===== src/rtl/aes_req_arbiter.sv =====
// -----------------------------------------------------------------------------
// aes_req_arbiter
//   Shares one AES-128 core between two requesters. Requests are granted
//   round-robin, issued to the core with a start/done handshake under a
//   watchdog, and answered on the owning channel's response handshake. The
//   last key loaded into the core is cached so the key schedule only re-runs
//   when the key actually changes.
//
// Ports
//   clk, reset                 clock, asynchronous active-high reset
//   req_valid/req_ready [1:0]  per-channel request handshake (ready is comb)
//   req_enc [1:0]              per-channel direction, 1 = encrypt
//   req_data_0/1, req_key_0/1  per-channel block and key
//   core_start                 one-cycle start pulse to the core
//   core_key_change            with core_start: run the key schedule first
//   core_sel_cypher            direction to the core
//   core_key, core_data        key/block to the core, stable until done
//   core_done, core_result     completion pulse and result from the core
//   rsp_valid/rsp_ready [1:0]  per-channel response handshake
//   rsp_data, rsp_err          shared response block, timeout flag
//   key_reload_cnt             saturating count of key-schedule reloads
// -----------------------------------------------------------------------------
module aes_req_arbiter #(
  parameter int TIMEOUT_CYC = 64,
  parameter int DATA_W      = 128
) (
  input  logic              clk,
  input  logic              reset,
  input  logic [1:0]        req_valid,
  output logic [1:0]        req_ready,
  input  logic [1:0]        req_enc,
  input  logic [DATA_W-1:0] req_data_0,
  input  logic [DATA_W-1:0] req_data_1,
  input  logic [DATA_W-1:0] req_key_0,
  input  logic [DATA_W-1:0] req_key_1,
  output logic              core_start,
  output logic              core_key_change,
  output logic              core_sel_cypher,
  output logic [DATA_W-1:0] core_key,
  output logic [DATA_W-1:0] core_data,
  input  logic              core_done,
  input  logic [DATA_W-1:0] core_result,
  output logic [1:0]        rsp_valid,
  input  logic [1:0]        rsp_ready,
  output logic [DATA_W-1:0] rsp_data,
  output logic              rsp_err,
  output logic [7:0]        key_reload_cnt
);

  typedef enum logic [1:0] {
    ST_IDLE,
    ST_ISSUE,
    ST_WAIT,
    ST_RESP
  } state_t;

  // Last watchdog value at which WAIT still gives the core a chance.
  localparam logic [7:0] WD_LAST = 8'(TIMEOUT_CYC - 1);

  state_t            state, state_nxt;
  logic              last_grant;   // channel served most recently
  logic              grant;        // channel that would win this cycle
  logic              owner;        // channel owning the request in flight
  logic [DATA_W-1:0] cache_key;
  logic              cache_valid;
  logic [7:0]        wdog;
  logic              hs_req;
  logic              hs_rsp;
  logic              timeout;
  logic [DATA_W-1:0] sel_key;
  logic [DATA_W-1:0] sel_data;

  // Round-robin: on a tie the channel not served last wins; otherwise the
  // single requesting channel wins.
  // NOTE: every signal assigned in always_comb gets a default first, so no
  // path through the block can leave it holding a value (no latch).
  always_comb begin
    grant = req_valid[1];
    if (req_valid == 2'b11) grant = ~last_grant;
  end

  assign sel_key  = grant ? req_key_1  : req_key_0;
  assign sel_data = grant ? req_data_1 : req_data_0;
  assign hs_req   = |(req_valid & req_ready);
  assign hs_rsp   = rsp_valid[owner] & rsp_ready[owner];
  // core_done in the last watchdog cycle still counts as a completion.
  assign timeout  = (wdog == WD_LAST) && !core_done;

  // State register.
  // NOTE: sequential state uses non-blocking assignments so every flop
  // samples pre-edge values regardless of statement order.
  always_ff @(posedge clk or posedge reset) begin
    if (reset) state <= ST_IDLE;
    else       state <= state_nxt;
  end

  // Next-state logic.
  always_comb begin
    state_nxt = state;
    unique case (state)
      ST_IDLE:  if (hs_req) state_nxt = ST_ISSUE;
      ST_ISSUE: state_nxt = ST_WAIT;
      ST_WAIT:  if (core_done || timeout) state_nxt = ST_RESP;
      ST_RESP:  if (hs_rsp) state_nxt = ST_IDLE;
      default:  state_nxt = ST_IDLE;
    endcase
  end

  // Combinational output: request accept. Held low during reset so that
  // every output reads 0 while reset is asserted.
  always_comb begin
    req_ready = 2'b00;
    if (state == ST_IDLE && !reset && req_valid != 2'b00) req_ready[grant] = 1'b1;
  end

  // Registered outputs, key cache and watchdog.
  // NOTE: the key cache is reset together with its valid flag; a reset in
  // mid-operation must leave the cache invalid and the outputs at 0.
  always_ff @(posedge clk or posedge reset) begin
    if (reset) begin
      last_grant      <= 1'b1;
      owner           <= 1'b0;
      cache_key       <= '0;
      cache_valid     <= 1'b0;
      wdog            <= '0;
      core_start      <= 1'b0;
      core_key_change <= 1'b0;
      core_sel_cypher <= 1'b0;
      core_key        <= '0;
      core_data       <= '0;
      rsp_valid       <= 2'b00;
      rsp_data        <= '0;
      rsp_err         <= 1'b0;
      key_reload_cnt  <= '0;
    end else begin
      core_start      <= 1'b0;
      core_key_change <= 1'b0;
      unique case (state)
        ST_IDLE: begin
          if (hs_req) begin
            owner           <= grant;
            core_key        <= sel_key;
            core_data       <= sel_data;
            core_sel_cypher <= req_enc[grant];
            core_start      <= 1'b1;
            core_key_change <= !cache_valid || (sel_key != cache_key);
          end
        end
        ST_ISSUE: begin
          wdog <= '0;
          if (core_key_change) begin
            cache_key   <= core_key;
            cache_valid <= 1'b1;
            if (key_reload_cnt != 8'hff) key_reload_cnt <= key_reload_cnt + 8'd1;
          end
        end
        ST_WAIT: begin
          if (core_done) begin
            rsp_data  <= core_result;
            rsp_err   <= 1'b0;
            rsp_valid <= owner ? 2'b10 : 2'b01;
          end else if (timeout) begin
            // The core may be left mid key schedule, so its key is suspect.
            rsp_data    <= '0;
            rsp_err     <= 1'b1;
            cache_valid <= 1'b0;
            rsp_valid   <= owner ? 2'b10 : 2'b01;
          end else begin
            wdog <= wdog + 8'd1;
          end
        end
        ST_RESP: begin
          if (hs_rsp) begin
            rsp_valid  <= 2'b00;
            last_grant <= owner;
          end
        end
        default: ;
      endcase
    end
  end

endmodule


===== config.mk =====
export PLATFORM = sky130hd
export DESIGN_NAME = aes_req_arbiter
export DESIGN_NICKNAME = d
export VERILOG_FILES = /design/src/rtl/aes_req_arbiter.sv
export SDC_FILE = /design/constraint.sdc
export NUM_CORES = 1
export LEC_CHECK = 0
export ABC_AREA = 1
export CORE_AREA = 2 2 414 416
export CTS_CLUSTER_DIAMETER = 120
export CTS_CLUSTER_SIZE = 14
export DETAILED_ROUTE_END_ITERATION = 8
export DIE_AREA = 0 0 416 418
export DONT_BUFFER_PORTS = 1
export GPL_TIMING_DRIVEN = 0
export PLACE_DENSITY_LB_ADDON = 0.08
export SLEW_MARGIN = 20
export SYNTH_ARGS = -nofsm -noshare
export SYNTH_HDL_FRONTEND = slang
export SYNTH_SLANG_ARGS = --single-unit

===== constraint.sdc =====
create_clock -name clk -period 30.4 [get_ports clk]
set_input_delay 6.08 -clock clk [delete_from_list [all_inputs] [get_ports clk]]
set_output_delay 6.08 -clock clk [all_outputs]
set_load 0.01 [all_outputs]

==> implementation parameters, run 1 <==
Parameter                              Value

Global route
  Initial antenna violation count ... 57
  Largest net degree at the start of global routing ... 80
  Overall track demand over capacity in global routing ... 18.2%
  Remaining global-route overflow ... 0
  Wire length of the first global-routing pass ... 219000 microns
  Vias in the first global route ... 24000

STA
  Pins over their slew limit ... 0
  Tmin final ... 15.46 ns
  Tcrit/Tclk final ... 50.9%
  Total count of hold-check failures in the final report ... 0
  Hold_ws ... 0.492 ns
  Final sum of negative setup slack ... 0 ns
  Worst slew margin relative to its limit ... 29.1%
  Slew @ Worst Pin ... 1.06 ns
  Final setup violating endpoints ... 0
  Unrepaired setup endpoints after global routing ... false
  Max Fclk ... 64.7 MHz
  Clock Skews ... 0.0229 ns

Cells and area
  Layout Utilization ... 18.0%
  Layout overhead on the synthesized area ... 17.0%
  Filler Cells Inserted ... 19200
  Leading cell type in the layout, fill and taps excluded ... sky130_fd_sc_hd__nand2_1
  Share of final-layout standard cells stronger than drive strength 1 ... 4.59%
  Fin nets ... 4139
  Commonest non-fill, non-tap cells in the layout ... sky130_fd_sc_hd__nand2_1 (1545), sky130_fd_sc_hd__dfrtp_1 (538), sky130_fd_sc_hd__nand3_1 (393)
  Final standard cell area without fillers ... 0.0304 sq mm

Yosys
  Sequential element share of the synthesized area ... 52.0%
  Number of flops mapped to enable cells by yosys ... 0
  Number of different library cells in the post-synthesis netlist ... 30
  Number of nets produced by synthesis ... 4082
  Share of the synthesized area in the top cell type ... 51.9%
  Synth async-reset ratio ... 100%
  Yosys top cell by area ... sky130_fd_sc_hd__dfrtp_1
  Post-Syn Area ... 0.0260 sq mm
  Synth top area cells ... sky130_fd_sc_hd__dfrtp_1 (52%), sky130_fd_sc_hd__nand2_1 (22%), sky130_fd_sc_hd__nand3_1 (7.6%)
  Number of synthesis warnings ... 0
  Main synth FF type ... sky130_fd_sc_hd__dfrtp_1
  Synthesized instance count ... 3427
  Syn_area_per_cell ... 7.57 sq um
  Synth Register Bits ... 539

Place
  Placement Cell Area ... 0.0290 sq mm
  GPL Wtd Cong ... 0.805
  Input/output buffers ... 0
  Post-detailed-placement half-perimeter wirelength ... 129000 microns

Power
  Cell leakage power ... 0.0149 uW
  Maximum vdd drop ... 0.0000366 V
  Post-layout power ... 3000 uW
  Pwr/cell area ... 98.7 mW/mm^2

Job
  Number of maximum-capacitance violations ... 0

Floorplanning
  Number of top-level design ports ... 1049
  Starting utilization of the core area ... 15.4%
  Die Footprint ... 0.174 sq mm
  Die W ... 416 microns
  Area of the core ... 0.169 sq mm
  Die Height ... 418 microns
  Total number of placement rows ... 151

Route
  Number of nets with antenna violations after detailed routing ... 0
  Via density per instance ... 4.08
  Final wirelength ... 164000 microns
  DRC violations left ... 0
  Starting DRT DRC Count ... 1348
  Number of vias after detailed routing ... 23500
  Drt first pass iters ... 5
  WL per Instance ... 28.6 microns

Setup path
  Largest driver fanout on the critical path ... 79
  Category of the most critical setup path ... in2out
  Worst-case register-to-register setup slack ... 27.08 ns
  Kind of end point of the critical path ... primary output
  Critical Path AT ... 9.38 ns
  Data required time at the worst endpoint ... 24.32 ns
  Worst Setup Start Kind ... input port

CTS
  Clock sink count ... 539
  Post-cts repair resize count ... 0
  Longest Clk Path Bufs ... 3
  H-tree depth ... 2
  Clock root cell ... sky130_fd_sc_hd__clkbuf_16
  Clock Pin Slew Worst Setup and Hold Paths ... 0.06 ns
  Postcts setup bufs ... 0
  Clock tree from TritonCTS ... done
  Number of buffers created by CTS ... 47
  Clock latency at the later pin of the worst-skew pair ... 0.66 ns
  Hold buffers post-CTS ... 0

Hold path
  Class of the worst hold path ... reg2reg

Outcome
  Outcome ... completed
[sequential cells by signal, summed over array words and instances (netlist names)]
register         cells
core_data          128
wdog                 8
core_key           128
rsp_valid            2
cache_key          128
core_sel_cypher      1
owner                1
key_reload_cnt       8
rsp_err              1
last_grant           1
state                2
rsp_data           128
core_key_change      1
cache_valid          1
core_start           1
[synthesized netlist by cell type, types with 8 or more instances]
master and number:
sky130_fd_sc_hd__buf_4 13, sky130_fd_sc_hd__o211ai_1 8, sky130_fd_sc_hd__nand3b_1 123, sky130_fd_sc_hd__clkbuf_1 102, sky130_fd_sc_hd__inv_1 261, sky130_fd_sc_hd__nor2_1 98, sky130_fd_sc_hd__nand3_1 393, sky130_fd_sc_hd__buf_1 8
sky130_fd_sc_hd__nand2_1 1545, sky130_fd_sc_hd__o21ai_0 222, sky130_fd_sc_hd__dfrtp_1 538, sky130_fd_sc_hd__xor2_1 10, sky130_fd_sc_hd__a21oi_1 10, sky130_fd_sc_hd__buf_2 56
[cell type report]
cell class,instances,area (sq um),share of cell area (%)
inverter,263,995,3.28
clock buffer,59,1220,4.02
timing repair buffer,8,220,0.725
antenna,21,52.6,0.173
multi-input combinational,2441,10600,35.0
buffer,184,860,2.83
sequential,539,13500,44.4
tap,2218,2780,9.14
clock inverter,10,113,0.371
[worst paths after layout]
check | startpoint | depth (start not counted) | to
hold / removal | cache_key[45]$_DFFE_PP0P_ | 2 | cache_key[45]$_DFFE_PP0P_
max in group asynchronous | reset | 4 | core_key[7]$_DFFE_PP0P_
setup / recovery | reset | 6 | req_ready[0]
hold reg to reg | cache_key[45]$_DFFE_PP0P_ | 2 | cache_key[45]$_DFFE_PP0P_
min in group asynchronous | reset | 1 | core_data[2]$_DFFE_PP0P_
setup reg to reg | last_grant$_DFFE_PP1P_ | 9 | core_data[7]$_DFFE_PP0P_
[metal layers]
layer / wire length, microns / vias up / share of wire (%) / track usage (%)
met5: 36 / - / 0.022 / 0
met1: 60000 / 11600 / 37 / 19.5
met3: 9920 / 169 / 6.0 / 4.34
met4: 4200 / 6 / 2.6 / 4.69
li1: - / 10900 / - / -
met2: 89800 / 823 / 55 / 35.3
[cell families after synthesis]
logic type / Yosys count / share of synthesized area, %
xor+xnor: 13 / 0.439
simple gates: 2169 / 35.1
buf+inv: 447 / 7.07
flops: 539 / 52.0
fa+ha+maj: 6 / 0.289
compound gates: 253 / 5.10
[where the power goes]
group | total, uW | internal [uW] | switching, uW
logic | 847 | 278 | 570
registers | 1520 | 1030 | 492
clock network | 627 | 287 | 341
total | 3000 | 1590 | 1400
[per-stage QoR]
step	cells	setup WS [ns]
final	5743	14.94
after global placement	5645	-11.19
after detailed placement	5653	14.65
after global routing	5734	14.49
after floorplan	3427	4.41
after CTS	5722	14.65
[worst max-delay path, stage by stage]
cell and delay (ns):
sky130_fd_sc_hd__inv_8 0.41, sky130_fd_sc_hd__buf_16 0.42, sky130_fd_sc_hd__o211ai_2 0.56, sky130_fd_sc_hd__nor2_1 0.83, sky130_fd_sc_hd__buf_2 0.42, sky130_fd_sc_hd__buf_2 0.47
(Power assumes the default switching activity.)
==> inputs of run 2 (changes only) <==
Clock period 30.4 ns to 15.2 ns, I/O delays scaled along.
==> implementation parameters, run 2 (same netlist as run 1, synthesis figures left out) <==
Parameter                              Value

Setup path
  Largest driver fanout on the critical path ... 25 (was 79)
  Slowest stage delay, CP ... 0.87 ns (was 0.83 ns)
  Critical Path AT ... 6.66 ns (was 9.38 ns)
  Number of buffers and inverters on the critical path ... 7 (was 4)
  Kind of end point of the critical path ... primary output (unchanged)
  Category of the most critical setup path ... in2out (unchanged)
  Data required time at the worst endpoint ... 12.16 ns (was 24.32 ns)
  Kind of cell with the highest combined delay on the critical path ... buffers and inverters (unchanged)
  RR Startpoint ... state[0]$_DFFE_PP0P_ (was last_grant$_DFFE_PP1P_)
  Worst Setup Start Kind ... input port (unchanged)
  Worst path slowest cell ... sky130_fd_sc_hd__nor2_1 (unchanged)
  Startpoint of the worst setup timing path ... reset (unchanged)
  Most frequent CP cell ... sky130_fd_sc_hd__buf_12 (was sky130_fd_sc_hd__buf_2)
  Cell chain of the critical path ... clkinvlp_4 -> buf_12 -> buf_12 -> buf_12 -> buf_12 -> o211ai_2 -> nor2_1 -> buf_2 -> buf_2 (was inv_8 -> buf_16 -> o211ai_2 -> nor2_1 -> buf_2 -> buf_2)

Global route
  Vias in the first global route ... 24500 (was 24000)
  Remaining global-route overflow ... 0 (unchanged)
  Overall track demand over capacity in global routing ... 18.5% (was 18.2%)
  Wire length of the first global-routing pass ... 222000 microns (was 219000 microns)
  Largest net degree at the start of global routing ... 30 (was 80)
  Initial antenna violation count ... 54 (was 57)

CTS
  Clock root cell ... sky130_fd_sc_hd__clkbuf_16 (unchanged)
  Hold buffers post-CTS ... 0 (unchanged)
  Number of buffers created by CTS ... 48 (was 47)
  Clock tree from TritonCTS ... done (unchanged)
  H-tree depth ... 2 (unchanged)
  Longest Clk Path Bufs ... 3 (unchanged)
  Clock latency at the later pin of the worst-skew pair ... 0.69 ns (was 0.66 ns)
  Post-cts repair resize count ... 0 (unchanged)
  Clock Pin Slew Worst Setup and Hold Paths ... 0.08 ns (was 0.06 ns)
  Postcts setup bufs ... 0 (unchanged)
  Clock sink count ... 539 (unchanged)

STA
  Tmin final ... 9.70 ns
  Unrepaired setup endpoints after global routing ... false (unchanged)
  Total count of hold-check failures in the final report ... 0 (unchanged)
  Slew @ Worst Pin ... 1.13 ns (was 1.06 ns)
  Clock Skews ... 0.0431 ns (was 0.0229 ns)
  Final setup violating endpoints ... 0 (unchanged)
  Pins over their slew limit ... 0 (unchanged)
  Worst slew margin relative to its limit ... 24.9% (was 29.1%)
  Tcrit/Tclk final ... 63.8%
  Max Fclk ... 103 MHz

Route
  Number of nets with antenna violations after detailed routing ... 0 (unchanged)
  Final wirelength ... 165000 microns (was 164000 microns)
  Starting DRT DRC Count ... 1326 (was 1348)
  WL per Instance ... 28.8 microns (was 28.6 microns)
  DRC violations left ... 0 (unchanged)
  Number of vias after detailed routing ... 23700 (was 23500)
  Drt first pass iters ... 5 (unchanged)
  Via density per instance ... 4.12 (was 4.08)

Cells and area
  Post-Layout Cell Count ... 5754 (was 5743)
  Multi-input combinational cell area ... 0.0106 sq mm (unchanged)
  Final standard cell area without fillers ... 0.0307 sq mm (was 0.0304 sq mm)
  Commonest non-fill, non-tap cells in the layout ... sky130_fd_sc_hd__nand2_1 (1545), sky130_fd_sc_hd__dfrtp_1 (538), sky130_fd_sc_hd__nand3_1 (393) (unchanged)
  Share of final-layout standard cells stronger than drive strength 1 ... 5.15% (was 4.59%)
  Sequential standard cell area ... 0.0135 sq mm (unchanged)
  Filler Cells Inserted ... 19300 (was 19200)
  Layout overhead on the synthesized area ... 18.3% (was 17.0%)
  Leading cell type in the layout, fill and taps excluded ... sky130_fd_sc_hd__nand2_1 (unchanged)
  Fin nets ... 4156 (was 4139)

Floorplanning
  Die W ... 416 microns (unchanged)
  Die Footprint ... 0.174 sq mm (unchanged)
  Die Height ... 418 microns (unchanged)
  Number of top-level design ports ... 1049 (unchanged)
  Total number of placement rows ... 151 (unchanged)
  Starting utilization of the core area ... 15.4% (unchanged)
  Area of the core ... 0.169 sq mm (unchanged)

Hold path
  Launch point of the worst hold path ... cache_key[45]$_DFFE_PP0P_ (unchanged)
  Class of the worst hold path ... reg2reg (unchanged)

Place
  Post-detailed-placement half-perimeter wirelength ... 131000 microns (was 129000 microns)
  Input/output buffers ... 0 (unchanged)
  Cells after DPL ... 5669 (was 5653)
  Placement Cell Area ... 0.0293 sq mm (was 0.0290 sq mm)
  GPL Wtd Cong ... 0.818 (was 0.805)

Job
  Number of maximum-capacitance violations ... 0 (unchanged)

Outcome
  Outcome ... completed (unchanged)

Power
  Maximum vdd drop ... 0.0000793 V (was 0.0000366 V)
  Cell leakage power ... 0.0150 uW (was 0.0149 uW)
  Pwr/cell area ... 197 mW/mm^2 (was 98.7 mW/mm^2)
[run 2: area by class of cell]
| class | count | share of cell area (%) |
|---|---|---|
| Antenna cell | 20 | 0.163 |
| Tap cell | 2218 | 9.04 |
| Sequential cell | 539 | 43.9 |
| Multi-Input combinational cell | 2441 | 34.6 |
| Clock buffer | 53 | 4.00 |
| Inverter | 263 | 3.23 |
| Buffer | 184 | 2.80 |
| Clock inverter | 12 | 0.566 |
| Timing Repair Buffer | 24 | 1.66 |
[run 2: metrics by stage]
stage / hold WS [ns] / total power (uW) / setup WS, ns / utilization [%] / setup TNS, ns
3_5_place_dp: 0.487 / 4870 / 5.20 / 17.3 / 0
3_3_place_gp: 0.484 / 4870 / -10.76 / 17.0 / -2422.22
4_1_cts: 0.505 / 6220 / 5.20 / 18.1 / 0
6_report: 0.503 / 6060 / 5.50 / 18.2 / 0
5_1_grt: 0.518 / 6520 / 5.10 / 18.2 / 0
2_1_floorplan: 0.453 / 3790 / -0.0801 / - / -0.120
[run 2: path summary, 6_finish.rpt]
path / end / slack, ns / cells after the start
worst max-delay path: req_ready[0] / 5.50 / 9
worst min-delay path: cache_key[45]$_DFFE_PP0P_ / 0.50 / 2
worst max register to register: core_data[0]$_DFFE_PP0P_ / 11.69 / 8
worst min register to register: cache_key[45]$_DFFE_PP0P_ / 0.50 / 2
max in group asynchronous: rsp_data[46]$_DFFE_PP0P_ / 11.10 / 8
min in group asynchronous: core_data[102]$_DFFE_PP0P_ / 2.22 / 1
[run 2: metal layers]
layer / vias to the layer above / GRT usage (%) / share of wire (%) / wire, microns
met5: - / 0 / 0.083 / 138
met4: 24 / 5.36 / 2.8 / 4600
met3: 194 / 4.76 / 6.2 / 10300
met2: 830 / 35.2 / 54 / 89700
met1: 11700 / 19.8 / 37 / 60800
li1: 10900 / - / - / -
[run 2: worst register-to-register path, delay by kind of cell (launching register included)]
family          cells  cell delay [ns]
compound gates      1             0.50
buf+inv             3             1.13
simple gates        3             1.15
fa+ha+maj           1             0.24
flops               1             0.41
[run 2: report_power, final]
| part | internal (uW) | switching (uW) |
|---|---|---|
| clock network | 605 | 699 |
| registers | 2060 | 1000 |
| logic | 559 | 1130 |
